--- src/rtl/vector_mem_responder.sv ---
// Memory-stage responder: accepts one scalar or vector load/store per transaction and
// serializes it one lane per cycle over an internal single-port RAM.
module vector_mem_responder #(
  parameter int unsigned registerSize = 8,
  parameter int unsigned vectorSize   = 4,
  parameter int unsigned addrWidth    = 16,
  parameter int unsigned memDepth     = 256
) (
  input  logic                               clk,
  input  logic                               rst,
  input  logic                               req_valid,
  output logic                               req_ready,
  input  logic                               req_write,
  input  logic                               req_scalar,
  input  logic [addrWidth-1:0]               req_addr,
  input  logic [vectorSize*registerSize-1:0] req_wdata,
  output logic                               resp_valid,
  output logic [vectorSize*registerSize-1:0] resp_rdata,
  output logic                               resp_err,
  output logic                               busy
);

  localparam int unsigned CntW = (vectorSize > 1) ? $clog2(vectorSize) : 1;
  localparam int unsigned IdxW = (memDepth > 1) ? $clog2(memDepth) : 1;
  localparam logic [CntW-1:0]    LastVec = CntW'(vectorSize - 1);
  localparam logic [addrWidth:0] DepthW  = (addrWidth + 1)'(memDepth);

  typedef enum logic [1:0] {StIdle, StAccess, StResp} state_e;

  state_e                                   state_q;
  logic   [CntW-1:0]                        cnt_q;
  logic   [addrWidth-1:0]                   addr_q;
  logic                                     write_q;
  logic                                     scalar_q;
  logic   [vectorSize-1:0][registerSize-1:0] wdata_q;
  logic   [vectorSize-1:0][registerSize-1:0] rbuf_q;
  logic                                     err_q;
  logic                                     ready_q;

  logic [registerSize-1:0] mem [memDepth];

  logic [addrWidth:0] lane_addr;
  logic               in_range;
  logic [IdxW-1:0]    lane_idx;
  logic [CntW-1:0]    last_lane;

  // Lane address is one bit wider than the request address so it never wraps.
  assign lane_addr = {1'b0, addr_q} + (addrWidth + 1)'(cnt_q);
  assign in_range  = lane_addr < DepthW;
  assign lane_idx  = lane_addr[IdxW-1:0];
  assign last_lane = scalar_q ? '0 : LastVec;

  always_ff @(posedge clk) begin
    if (!rst) begin
      state_q <= StIdle;
      cnt_q   <= '0;
      ready_q <= 1'b0;
      err_q   <= 1'b0;
      rbuf_q  <= '0;
    end else begin
      unique case (state_q)
        StIdle: begin
          ready_q <= 1'b1;
          if (req_valid && ready_q) begin
            addr_q   <= req_addr;
            write_q  <= req_write;
            scalar_q <= req_scalar;
            wdata_q  <= req_wdata;
            rbuf_q   <= '0;
            err_q    <= 1'b0;
            cnt_q    <= '0;
            ready_q  <= 1'b0;
            state_q  <= StAccess;
          end
        end
        StAccess: begin
          if (!in_range) begin
            err_q <= 1'b1;
          end else if (!write_q) begin
            rbuf_q[cnt_q] <= mem[lane_idx];
          end
          if (cnt_q == last_lane) begin
            state_q <= StResp;
          end else begin
            cnt_q <= cnt_q + 1'b1;
          end
        end
        StResp: begin
          state_q <= StIdle;
          ready_q <= 1'b1;
        end
        default: state_q <= StIdle;
      endcase
    end
  end

  // Writes are gated by reset so an aborted store stops at the lane in flight.
  always_ff @(posedge clk) begin
    if (rst && (state_q == StAccess) && write_q && in_range) begin
      mem[lane_idx] <= wdata_q[cnt_q];
    end
  end

  assign req_ready  = ready_q;
  assign busy       = (state_q != StIdle);
  assign resp_valid = (state_q == StResp);
  assign resp_rdata = resp_valid ? rbuf_q : '0;
  assign resp_err   = resp_valid & err_q;

endmodule

--- config.mk ---
export PLATFORM = sky130hd
export DESIGN_NAME = vector_mem_responder
export DESIGN_NICKNAME = d
export VERILOG_FILES = /design/src/rtl/vector_mem_responder.sv
export SDC_FILE = /design/constraint.sdc
export NUM_CORES = 2
export LEC_CHECK = 0
export BUFFER_PORTS_ARGS = -buffer_cell sky130_fd_sc_hd__buf_2
export CORE_ASPECT_RATIO = 1.75
export CORE_UTILIZATION = 35
export DETAILED_ROUTE_END_ITERATION = 6
export GPL_TIMING_DRIVEN = 0
export PLACE_DENSITY = 0.46
export SYNTH_ARGS = -nofsm -noshare
export SYNTH_HDL_FRONTEND = slang
export SYNTH_SLANG_ARGS = --single-unit
--- constraint.sdc ---
create_clock -name clk -period 4.7 [get_ports clk]
set_clock_uncertainty 0.15 [all_clocks]
set_input_delay 0.94 -clock clk [delete_from_list [all_inputs] [get_ports clk]]
set_output_delay 0.94 -clock clk [all_outputs]
set_load 0.03 [all_outputs]
==> impl_metrics.ini <==
[cts]
clockBufferDepth = 4
clk_pin_slew_ns = 0.06
hold_buffers = 0
tritoncts = yes
numCtsBuffers = 200
clock_sinks = 2136
cts-root-buf = clkbuf_16
htreeDepth = 4
clock_latency_ns = 0.87

[synth]
yosysWarnings = 0
async_flop_share = 0
yosys.area.top_type = edfxtp_1
syn_area_mm2 = 0.0835
synth_cell_types = 76
synth_edf_count = 2098
ys.flop_type = edfxtp_1
syn_nets = 3853
synth_top_cells_by_area = edfxtp_1 75%, mux4_2 16%, nor2_1 1.2%
synth_most_common_cell = edfxtp_1
synth_area_per_cell_um2 = 22.0
syn_inst = 3793
ys_seq_elements = 2136
yosysSeqAreaShare = 0.764
synthTopCellsByCount = 2098 x edfxtp_1, 605 x mux4_2, 268 x nor2_1
netlist.area_leader.share = 0.755

[route]
vias = 42995
via_per_inst = 5.75
drtAntennaViolNets = 0
drc_errors = 0
dr.first_iter.drc_count = 4110
routedWlPerCell_um = 43.0
routed_wirelength_mm = 322
firstDrtPassIters = 5

[cells_and_area]
ff_latch_area_mm2 = 0.0638
area_growth_syn_to_layout_pct = 19.5
drive_gt1_frac = 0.382
finalNetCount = 4292
fill_cells = 20440
final_cells = 7479
fin_area_mm2 = 0.0998
multi_input_area_mm2 = 0.0205

[setup_path]
reg2reg_from = cnt_q[0]
worstSetupStartpointType = flop
cpPeakStageDelay_ns = 0.65
crit_slowest_cell = fa_2
critPathMaxFanout = 10
crit_family = buffers and inverters
reg2reg_to = rbuf_q[26]
end_kind = flop
worstPathArrival_ns = 5.36
crit_chain = ha_2 > fa_2 > buf_4 > buf_4 > clkbuf_4 > buf_12 > mux4_2 > mux4_2 > o22ai_1 > a2111oi_0 > and3_1 > a22o_1
critPathKind = reg2reg
reg2regPathDepth = 12
cp.required_ns = 5.29
r2r_slack_ns = -0.08
path_buf_inv = 4

[timing]
setup_viol = 35
rsz0062_at_grt = yes
drv_slew = 0
timing.hold.ws_ns = 0.102
relSlewSlack = 0.0700
worst_slack_ns = -0.0752
finalCritPeriodShare = 1.02
worstMarginPinSlew_ns = 1.39
finalHoldViolCount = 0
clock.fmax_ghz = 0.209
layout_min_cycle_time_ns = 4.78

[place]
dp_slack_ns = -3.46
port-buffer-count = 88
dp_cells = 7018
place_congestion = 0.892
place_area_mm2 = 0.0889
dp_hpwl_mm = 219

[grt]
grt_max_degree = 93
grt_pass1_wl_mm = 420
grtUsageTotal = 0.268
overflow = 0
grt_pass1_vias = 44120
antenna_found_initial = 5

[worst_hold_path]
worstHoldPathType = in2reg
hp-start = req_wdata[22]
holdPathStages = 1
hold_end = wdata_q[22]

[floorplan]
coreArea_mm2 = 0.237
fp.dieH_um = 648
initial_utilization = 0.353
rows = 236
io_pins = 89
die-area_mm2 = 0.240
die_w_um = 371

[status]
failed_checks = setup timing
status = finished with violations

[power]
ir_worst_vdd_uv = 270
p_comb_frac = 0.063
p_sw_frac = 0.226
switchingPower_w = 0.00901
p_clk_frac = 0.413
power.total_w = 0.0398
power.leakage_nw = 30.6
seqPwrFrac = 0.524
power_density_mw_per_mm2 = 399
intPower_w = 0.0308

[flow_run]
drv_cap = 0
## through the flow
| stage | utilization | setup TNS [ns] |
|---|---|---|
| floorplan | - | 0 |
| detailed placement | 0.376 | -5052.75 |
| global placement | 0.371 | -9915.44 |
| finish | 0.422 | -0.825 |
| global route | 0.422 | -3.16 |
| CTS | 0.420 | -0.759 |
## sequential cells by signal (all words and copies together), names as in the netlist
name,count
cnt_q,2
wdata_q,32
err_q,1
mem,2048
scalar_q,1
addr_q,16
req_ready,1
rbuf_q,32
write_q,1
state_q,2
## metal layers
metal  wire [um]  vias up  track usage
met5           9        -            0
met4       28800        2        0.198
met3       16400      632       0.0340
met2      167000     1776        0.474
met1      109000    23775        0.292
li1            -    16810            -
## power by group through the flow
| stage | logic [W] | registers [W] | clock network (W) |
|---|---|---|---|
| after CTS | 0.00254 | 0.0209 | 0.0166 |
| after global placement | 0.00230 | 0.0214 | 0 |
| after detailed placement | 0.00240 | 0.0213 | 0 |
| after floorplan | 0.00112 | 0.0213 | 0 |
| after global routing | 0.00254 | 0.0209 | 0.0172 |
| final | 0.00252 | 0.0209 | 0.0164 |
## placed cells by master, fill, tap and decap left out, types with 24 or more instances in the layout
cell / synthesis / layout
edfxtp_1: 2098 / 2098
mux4_2: 605 / 597
nor2_4: 0 / 216
clkbuf_16: 0 / 209
nand2_1: 155 / 135
buf_2: 68 / 104
buf_12: 5 / 93
buf_4: 36 / 87
buf_6: 38 / 69
clkbuf_1: 63 / 48
nor2_2: 30 / 48
clkinv_1: 1 / 46
and2_1: 41 / 41
nand3_1: 49 / 41
dfxtp_1: 38 / 37
clkinv_2: 0 / 36
nor2_1: 268 / 34
a22o_1: 33 / 33
buf_16: 0 / 24
## cell families (layout without fill, tap and decap cells)
logic type      count (synthesis)  in the layout  share of synthesized area
buf+inv                       229            819                     0.0179
other cells                     0              2                          0
compound gates                159            159                     0.0152
fa+ha+maj                       7              7                    0.00114
xor+xnor                        7              7                   0.000735
flops                        2136           2136                      0.764
mux                           633            633                      0.167
simple gates                  622            622                     0.0340
## final cells by class
| class | instances | area share |
|---|---|---|
| diodes | 2 | 0.0000502 |
| plain buffers | 222 | 0.0220 |
| well taps | 3094 | 0.0388 |
| inverters | 7 | 0.000263 |
| flip-flops and latches | 2136 | 0.639 |
| multi-input cells | 1428 | 0.205 |
| clock buffers | 245 | 0.0531 |
| repair buffers | 237 | 0.0311 |
| clock inverters | 108 | 0.0104 |
## timing repair
item / CTS / global route
pin swaps: 78 / 12
endpoints found under the hold margin: 0 / 0
endpoints found under the setup margin: 2080 / 779
buffers inserted: 89 / 17
gates resized for setup: 725 / 49
## worst max-delay path by stage
stage / start / end / slack [ns] / cells after the start
after floorplan: rst / addr_q[0] / 0.82 / 2
after global placement: cnt_q[0] / mem[186][5] / -3.76 / 11
after detailed placement: cnt_q[0] / mem[131][0] / -3.46 / 10
after CTS: cnt_q[0] / mem[249][2] / -0.03 / 11
after global routing: addr_q[0] / mem[203][2] / -0.12 / 12
final: cnt_q[0] / rbuf_q[26] / -0.08 / 12
No activity file was read; power rests on OpenSTA's default activity.
